File: src/rtl/lsu_pkg.sv
// lsu_pkg: shared types and default widths for the load/store unit.
//   lsu_state_t : FSM state encoding (IDLE, REQ, WAIT, WB)
//   LSU_*       : default parameter values used by load_store_unit
package lsu_pkg;

  typedef enum logic [1:0] {
    IDLE = 2'd0,
    REQ  = 2'd1,
    WAIT = 2'd2,
    WB   = 2'd3
  } lsu_state_t;

  localparam int LSU_DATA_W   = 8;
  localparam int LSU_ADDR_W   = 8;
  localparam int LSU_REG_AW   = 2;
  localparam int LSU_MAX_WAIT = 15;

endpackage

File: src/rtl/lsu_wait_timer.sv
// lsu_wait_timer: counts WAIT cycles without a memory ack and flags the
// terminal count, so the FSM can abort a stalled access.
// Ports:
//   i_clk    clock
//   i_reset  synchronous active-high reset
//   i_clear  clear the count (new access accepted)
//   i_inc    one more WAIT cycle passed without ack
//   o_tc     current WAIT cycle is the MAX_WAIT-th one
// Only instantiated when LSU_TIMEOUT_EN is defined.
module lsu_wait_timer #(
  parameter int MAX_WAIT = 15
) (
  input  logic i_clk,
  input  logic i_reset,
  input  logic i_clear,
  input  logic i_inc,
  output logic o_tc
);

  localparam int CW = $clog2(MAX_WAIT + 1);

  logic [CW-1:0] r_cnt;

  always_ff @(posedge i_clk) begin
    if (i_reset) begin
      r_cnt <= '0;
    end else if (i_clear) begin
      r_cnt <= '0;
    end else if (i_inc) begin
      r_cnt <= r_cnt + 1'b1;
    end
  end

  // The count holds the number of completed WAIT cycles, so the
  // MAX_WAIT-th WAIT cycle sees MAX_WAIT-1. The FSM leaves WAIT on
  // that cycle, so the counter never wraps.
  assign o_tc = (r_cnt == CW'(MAX_WAIT - 1));

endmodule

File: src/rtl/load_store_unit.sv
// load_store_unit: multi-cycle data-memory access stage feeding the 4x8
// register file. Takes one load/store from decode, runs a req/ack handshake
// with data memory and writes load data back through the register-file port.
// Ports:
//   CLK, reset                   clock, synchronous active-high reset
//   start/isLoad/isStore         command valid and operation (sampled in IDLE)
//   addr/storeData/destReg       command operands
//   memReq/memWe/memAddr/memWData  memory request side (registered)
//   memRData/memAck              memory response side
//   busy                         access in flight (state decode only)
//   isWrite/writeReg/writeData   register-file write port
//   done/timeoutErr              completion / abort pulses
// Build option: define LSU_TIMEOUT_EN to abort accesses that wait MAX_WAIT
// cycles without an ack; otherwise WAIT holds until ack and timeoutErr is 0.
//
// state | meaning
// IDLE  | no access; accepts a command with exactly one op set
// REQ   | first request cycle, memReq high
// WAIT  | memReq held until memAck (or timeout)
// WB    | load data written to the register file, done pulse
module load_store_unit
  import lsu_pkg::*;
#(
  parameter int DATA_W   = LSU_DATA_W,
  parameter int ADDR_W   = LSU_ADDR_W,
  parameter int REG_AW   = LSU_REG_AW,
  parameter int MAX_WAIT = LSU_MAX_WAIT
) (
  input  logic              CLK,
  input  logic              reset,
  input  logic              start,
  input  logic              isLoad,
  input  logic              isStore,
  input  logic [ADDR_W-1:0] addr,
  input  logic [DATA_W-1:0] storeData,
  input  logic [REG_AW-1:0] destReg,
  output logic              memReq,
  output logic              memWe,
  output logic [ADDR_W-1:0] memAddr,
  output logic [DATA_W-1:0] memWData,
  input  logic [DATA_W-1:0] memRData,
  input  logic              memAck,
  output logic              busy,
  output logic              isWrite,
  output logic [REG_AW-1:0] writeReg,
  output logic [DATA_W-1:0] writeData,
  output logic              done,
  output logic              timeoutErr
);

  if (MAX_WAIT < 1) begin : g_bad_max_wait
    $error("load_store_unit: MAX_WAIT must be at least 1");
  end

  lsu_state_t        r_state;
  lsu_state_t        w_next;
  logic              r_is_load;
  logic [ADDR_W-1:0] r_addr;
  logic [DATA_W-1:0] r_wdata;
  logic [REG_AW-1:0] r_dest;
  logic [DATA_W-1:0] r_rdata;

  logic w_accept;
  logic w_in_req;
  logic w_ack;
  logic w_timeout;

  // Commands with both or neither op set are dropped silently.
  assign w_accept = (r_state == IDLE) && start && (isLoad ^ isStore);
  assign w_in_req = (r_state == REQ) || (r_state == WAIT);
  assign w_ack    = w_in_req && memAck;

`ifdef LSU_TIMEOUT_EN
  logic w_tc;
  logic r_timeout;

  lsu_wait_timer #(
    .MAX_WAIT(MAX_WAIT)
  ) u_wait_timer (
    .i_clk  (CLK),
    .i_reset(reset),
    .i_clear(w_accept),
    .i_inc  ((r_state == WAIT) && !memAck),
    .o_tc   (w_tc)
  );

  // An ack in the terminal-count cycle wins over the abort.
  assign w_timeout = (r_state == WAIT) && !memAck && w_tc;

  always_ff @(posedge CLK) begin
    if (reset) begin
      r_timeout <= 1'b0;
    end else begin
      r_timeout <= w_timeout;
    end
  end

  assign timeoutErr = r_timeout;
`else
  assign w_timeout  = 1'b0;
  assign timeoutErr = 1'b0;
`endif

  always_ff @(posedge CLK) begin
    if (reset) begin
      r_state <= IDLE;
    end else begin
      r_state <= w_next;
    end
  end

  always_comb begin
    w_next = r_state;
    case (r_state)
      IDLE: begin
        if (w_accept) begin
          w_next = REQ;
        end
      end
      REQ, WAIT: begin
        if (memAck) begin
          w_next = r_is_load ? WB : IDLE;
        end else if (w_timeout) begin
          w_next = IDLE;
        end else begin
          w_next = WAIT;
        end
      end
      WB: begin
        w_next = IDLE;
      end
      default: begin
        w_next = IDLE;
      end
    endcase
  end

  always_ff @(posedge CLK) begin
    if (reset) begin
      r_is_load <= 1'b0;
      r_addr    <= '0;
      r_wdata   <= '0;
      r_dest    <= '0;
      r_rdata   <= '0;
    end else begin
      if (w_accept) begin
        r_is_load <= isLoad;
        r_addr    <= addr;
        r_wdata   <= storeData;
        r_dest    <= destReg;
      end
      if (w_ack && r_is_load) begin
        r_rdata <= memRData;
      end
    end
  end

  assign memReq    = w_in_req;
  assign memWe     = w_in_req && !r_is_load;
  assign memAddr   = r_addr;
  assign memWData  = r_wdata;
  assign busy      = (r_state != IDLE);
  assign isWrite   = (r_state == WB);
  assign writeReg  = r_dest;
  assign writeData = r_rdata;

  // A store completes in its ack cycle; a load completes in WB. The reset
  // term keeps an ack that races a mid-access reset from signalling done.
  assign done = !reset && ((r_state == WB) || (w_ack && !r_is_load));

endmodule

File: config.mk
export PLATFORM = sky130hd
export DESIGN_NAME = load_store_unit
export DESIGN_NICKNAME = d
export VERILOG_FILES = /design/src/rtl/lsu_pkg.sv /design/src/rtl/lsu_wait_timer.sv /design/src/rtl/load_store_unit.sv
export SDC_FILE = /design/constraint.sdc
export NUM_CORES = 1
export LEC_CHECK = 0
export ABC_AREA = 1
export CORE_MARGIN = 3
export CORE_UTILIZATION = 25
export DETAILED_ROUTE_END_ITERATION = 6
export RECOVER_POWER = 50
export SYNTH_ARGS = -nofsm -noshare
export SYNTH_HDL_FRONTEND = slang
export SYNTH_SLANG_ARGS = --single-unit
export TNS_END_PERCENT = 5
File: constraint.sdc
create_clock -name CLK -period 1.4 [get_ports CLK]
set_input_delay 0.28 -clock CLK [delete_from_list [all_inputs] [get_ports CLK]]
set_output_delay 0.28 -clock CLK [all_outputs]
set_load 0.05 [all_outputs]
==> reports/qor.yml, run 1 <==
status: "finished with violations"
violations: "negative setup slack"
critical_path.slowest_cell: "dfxtp_2"
clkTransAtPathRegs_ps: 60
setup.worst_path.end_class: "primary output"
hold_class: "flop to flop"
grt_pass1_vias: 1168
synth_area_per_cell_sq_um: 7.964
period_minus_slack_ps: 1577
wirelength_um: 3305
track_usage_pct: 12.78
setup_violations: 4
ys_ff_latch: 29
period_share_pct: 112.7
diodes: 0
initial_core_util_pct: 26.52
route.detailed.drc: 0
placedInstanceArea_sq_mm: 0.002268
drive_gt1_share_pct: 33.04
core_area_sq_mm: 0.004444
regArea_sq_um: 583.1
critical_path_arrival_ps: 1300
grt_max_degree: 21
clock_latency_ps: 280
dr.pass1.iters: 4
vias: 1222
worstSetupPathType: "flop to primary output"
cp_max_fo: 4
start_kind: "flop"
synth_top_area_share_pct: 49.26
clockRootBuffer: "clkbuf_8"
cts_tree: "done"
hpwlAfterDp_um: 2506
power.density_mw_per_mm2: 1638
power_frac_comb_pct: 48.7
gp_congestion: 0.7398
die_area_sq_mm: 0.005574
mostFrequentLayoutCell: "clkdlybuf4s50_1"
fin_skew_ps: 10.47
drtIter0Drc: 46
yosys_warnings: 0
clkPwrFrac_pct: 21.2
vdd_drop_max_mv: 1.683
die_h_um: 74.66
ctsHoldBuffers: 0
grt_antenna_before_repair: 0
overflow: 0
cp_slowest_stage_delay_ps: 350
ios: 64
cts_buffer_depth: 2
ant_nets: 0
hold_viol: 0
p_total_mw: 3.405
yosys.area.top_type: "dfxtp_1"
synth_area_sq_mm: 0.001179
switching_share_pct: 40.11
maxSlewViolCount: 0
htreeDepth: 2
seq_area_frac_synth_pct: 49.26
syn_inst: 148
r2r_slack_ps: -10
cts_buffers: 5
p_seq_share_pct: 30.1
fmax_mhz: 634.0
wl_per_cell_um: 11.97
p_switching_mw: 1.366
cap_viol_max_count: 0
fin_nets: 257
internal_power_mw: 2.039
cts_sinks: 29
whs_ps: 442.2
synthTopCellsByArea: "dfxtp_1 49%, a21oi_1 12%, nor2_1 6.7%"
vias_per_cell: 4.428
portBuffers: 62
syn2layout_area_growth_pct: 76.43
cp_cell_sequence: "inv_2 > ha_4 > a31oi_4 > nor2_4 > buf_12"
fillerInstances: 463
grt_pass1_wl_um: 5395
synth_nets: 182
num_rows: 24
dieWidth_um: 74.66
rsz0062_at_grt: "true"
final_area_sq_mm: 0.002079
power.leakage_nw: 0.8643
critPathRequiredTime_ps: 1120
mostFrequentLayoutCells: "31 x clkdlybuf4s50_1, 28 x a21oi_1, 27 x dfxtp_1, 22 x clkbuf_2, 19 x nor2_1"
postLayoutSetupSlackWorst_ps: -177.2
multi_input_area_sq_um: 536.8
synth_cell_types: 19
-- worst paths after layout --
check | end | cells past startpoint | start
worst min-delay path | writeData[0] | 2 | writeData[0]
worst max-delay path | done | 5 | r_state[1]
worst min register to register | writeData[0] | 2 | writeData[0]
worst max register to register | r_state[0] | 8 | r_state[0]
-- power by group through the flow --
stage	logic, mW	registers (mW)	clock network (mW)
floorplan	0.682	1.36	0
global placement	1.83	1.08	0
detailed placement	1.83	1.09	0
CTS	1.90	1.07	0.755
global route	1.77	1.04	0.789
finish	1.66	1.02	0.721
-- Yosys cell counts --
library cell and n:
conb_1 1, ha_1 2, inv_2 2, a21oi_1 29
nor2_1 21, buf_1 2, buf_4 2, inv_1 15
a31oi_1 1, o21ai_1 13, buf_2 1, nand2_1 4
buf_6 3, dfxtp_1 29, nand3_1 5, nand2_2 2
a21oi_4 1, o21ai_0 14, nand3_2 1
-- flip-flops by register name, summed over array words and instances, names as in the netlist --
| name | flops |
|---|---|
| memAddr | 8 |
| memWData | 8 |
| writeData | 8 |
| r_state | 2 |
| writeReg | 2 |
| r_is_load | 1 |
-- through the flow --
step	instances	TNS [ps]	worst slack, ps	utilization, %
3_3_place_gp	265	-2147	-110.7	51.04
3_5_place_dp	265	-2884	-146.8	51.04
2_1_floorplan	148	-82.71	-34.74	-
5_1_grt	276	-1113	-248.8	46.79
6_report	276	-430.3	-177.2	46.79
4_1_cts	276	-478.9	-197.6	53.89
-- routing by layer --
metal  GRT usage (%)  routed length [um]  vias up
li1                -                   -      646
met1           16.64                1550      534
met5               0                   0        -
met4           3.557                  27        0
met2           19.22                1452       39
met3           5.741                 276        3
-- kinds of logic (layout without fill, tap and decap cells) --
family | Yosys count | count (layout) | synth area share (%)
buffers and inverters | 25 | 101 | 10.61
DFF | 29 | 29 | 49.26
other | 1 | 1 | 0.3182
adders and majority gates | 2 | 2 | 2.123
and+or+nand+nor | 33 | 33 | 12.00
AOI/OAI and AO/OA | 58 | 58 | 25.69
-- worst max-delay path, delay by kind of cell (launching register included) --
kind	cells	cell delay (ps)
DFF	1	350
adders and majority gates	1	290
buffers and inverters	2	190
and+or+nand+nor	1	110
AOI/OAI and AO/OA	1	80
-- area by class of cell --
cell class	count	share of cell area, %
Inverter	17	3.069
Sequential cell	29	28.04
Clock buffer	6	3.971
Clock inverter	2	0.6619
Tap cell	52	3.129
Multi-Input combinational cell	94	25.81
Timing Repair Buffer	76	35.32
-- timing repair --
action / 4_1_cts / 5_1_grt
endpoints found under the setup margin: 4 / 15
buffers inserted: 3 / 0
pin swaps: 3 / 0
gates resized for setup: 5 / 11
(Power assumes the default switching activity.)
==> run 2: changes to the inputs <==
--- a/config.mk
+++ b/config.mk
@@ -8,6 +8,7 @@
 export ABC_AREA = 1
 export CORE_MARGIN = 3
 export CORE_UTILIZATION = 25
+export CTS_CLUSTER_DIAMETER = 50
 export DETAILED_ROUTE_END_ITERATION = 6
 export RECOVER_POWER = 50
 export SYNTH_ARGS = -nofsm -noshare
==> results of run 2 <==
No change in the layout: final DEF, timing and power equal those of run 1.
==> run 3: changes to the inputs <==
--- a/config.mk
+++ b/config.mk
@@ -7,11 +7,13 @@
 export LEC_CHECK = 0
 export ABC_AREA = 1
 export CORE_MARGIN = 3
-export CORE_UTILIZATION = 25
+export CORE_UTILIZATION = 34
 export CTS_CLUSTER_DIAMETER = 50
 export DETAILED_ROUTE_END_ITERATION = 6
+export PLACE_DENSITY = 0.74
 export RECOVER_POWER = 50
 export SYNTH_ARGS = -nofsm -noshare
 export SYNTH_HDL_FRONTEND = slang
+export SYNTH_HIERARCHICAL = 1
 export SYNTH_SLANG_ARGS = --single-unit
 export TNS_END_PERCENT = 5
==> reports/qor.yml, run 3 <==
status: "finished with violations"
violations: "negative setup slack"
core_area_sq_mm: 0.003178
grt_pass1_vias: 1287
p_switching_mw: 1.391
grt_max_degree: 19
maxSlewViolCount: 0
synth_area_sq_mm: 0.001179
ys.flop_type: "dfxtp_1"
drtIter0Drc: 79
grt_antenna_before_repair: 0
postLayoutSetupSlackWorst_ps: -270.9
critical_path_arrival_ps: 1390
whs_ps: 459.1
async_flop_share_pct: 0
drive_gt1_share_pct: 32.44
vias: 1292
die_area_sq_mm: 0.004209
power.density_mw_per_mm2: 1601
setup.worst_path.end_class: "primary output"
mostFrequentLayoutCells: "31 x clkdlybuf4s50_1, 28 x a21oi_1, 27 x dfxtp_1, 22 x clkbuf_2, 19 x nor2_1"
cts_sinks: 29
mostFrequentLayoutCell: "clkdlybuf4s50_1"
clock_latency_ps: 340
synth_top_area_share_pct: 49.26
synth-edff-count: 0
diodes: 0
fin_nets: 258
worstSetupPathType: "flop to primary output"
cp_max_fo: 3
die_h_um: 64.88
p_seq_share_pct: 31.5
dieWidth_um: 64.88
clkPwrFrac_pct: 15.2
ys_ff_latch: 29
final_util_pct: 63.90
fmax_mhz: 598.5
track_usage_pct: 18.50
ios: 64
yosys_warnings: 6
wl_per_cell_um: 13.99
fillerInstances: 280
hold_class: "flop to flop"
cts_buffers: 5
synth_nets: 182
grt_pass1_wl_um: 5851
setup_violations: 9
clockRootBuffer: "clkbuf_4"
period_minus_slack_ps: 1671
cap_viol_max_count: 0
htreeDepth: 2
internal_power_mw: 1.861
ant_nets: 0
cts_tree: "done"
dp_slack_ps: -182.9
synth_area_per_cell_sq_um: 7.964
synth_cell_types: 19
critPathRequiredTime_ps: 1120
synth_common_cells: "29 x a21oi_1, 29 x dfxtp_1, 21 x nor2_1"
wirelength_um: 3763
num_rows: 20
fin_skew_ps: 10.28
power.leakage_nw: 0.8493
syn2layout_area_growth_pct: 72.29
r2r_slack_ps: -60
power_frac_comb_pct: 53.2
clkTransAtPathRegs_ps: 100
overflow: 0
portBuffers: 62
vias_per_cell: 4.803
hpwlAfterDp_um: 2897
period_share_pct: 119.4
route.detailed.drc: 0
gp_congestion: 0.7347
switching_share_pct: 42.79
initial_core_util_pct: 37.09
seq_area_frac_synth_pct: 49.26
dr.pass1.iters: 4
yosys.area.top_type: "dfxtp_1"
synthTopCellsByArea: "dfxtp_1 49%, a21oi_1 12%, nor2_1 6.7%"
start_kind: "flop"
rsz0062_at_grt: "true"
cts_buffer_depth: 2
vdd_drop_max_mv: 1.425
syn_inst: 148
hold_viol: 0
==> run 3: cell counts after synthesis <==
Identical to the previous run, type by type.
==> run 3: worst paths after layout <==
| path | cells after the start | to | start |
|---|---|---|---|
| worst max-delay path | 5 | done | r_state[1] |
| worst max register to register | 8 | r_state[0] | r_state[0] |
| worst min-delay path | 2 | writeData[0] | writeData[0] |
| worst min register to register | 2 | writeData[0] | writeData[0] |
==> run 3: what timing repair did <==
action | 4_1_cts | 5_1_grt
gates resized for setup | 3 | 10
pin swaps | 3 | 1
hold buffers | 0 | 0
setup buffers | 5 | 0
setup endpoints to repair | 4 | 16
==> run 3: worst max-delay path, cell delays in order, from the launching register on <==
cell and delay [ps]:
dfxtp_2 330, buf_4 130, ha_2 210, a31oi_4 170, nor2_4 60, buf_12 150
==> run 3: per-stage QoR <==
| step | total power, mW | cells | TNS (ps) | cell area [sq um] |
|---|---|---|---|---|
| finish | 3.252 | 269 | -837.6 | 2031 |
| global route | 3.421 | 269 | -1735 | 2031 |
| CTS | 3.537 | 269 | -831.3 | 2350 |
| detailed placement | 2.969 | 256 | -3315 | 2251 |
| global placement | 2.900 | 256 | -2034 | 2251 |
| floorplan | 2.042 | 148 | -82.71 | 1226 |
==> run 3: cells by family (layout without fill, tap and decap cells) <==
group           count (synthesis)  count (layout)  synth area share [%]
flops                          29              29                 49.26
compound gates                 58              58                 25.69
fa+ha+maj                       2               2                 2.123
other cells                     1               1                0.3182
simple gates                   33              33                 12.00
buf+inv                        25             102                 10.61
==> run 3: layout make-up <==
class | count | area [sq um] | share of cell area (%)
repair buffers | 77 | 742.0 | 36.54
flip-flops and latches | 29 | 583.1 | 28.71
multi-input cells | 94 | 529.3 | 26.06
inverters | 17 | 66.31 | 3.266
well taps | 44 | 55.05 | 2.711
clock buffers | 5 | 37.54 | 1.848
clock inverters | 3 | 17.52 | 0.8626
==> run 3: layer usage <==
layer | vias up | share of wire, % | track usage [%]
met5 | - | 0 | 0
met4 | 0 | 2.8 | 11.08
met3 | 9 | 5.3 | 4.506
met2 | 46 | 52 | 33.46
met1 | 596 | 40 | 19.02
li1 | 641 | - | -
==> run 3: power groups by stage <==
stage / logic, mW / registers (mW) / clock network (mW)
final: 1.73 / 1.03 / 0.496
after global routing: 1.83 / 1.04 / 0.551
after CTS: 1.97 / 1.07 / 0.502
after detailed placement: 1.88 / 1.09 / 0
after global placement: 1.82 / 1.08 / 0
after floorplan: 0.682 / 1.36 / 0
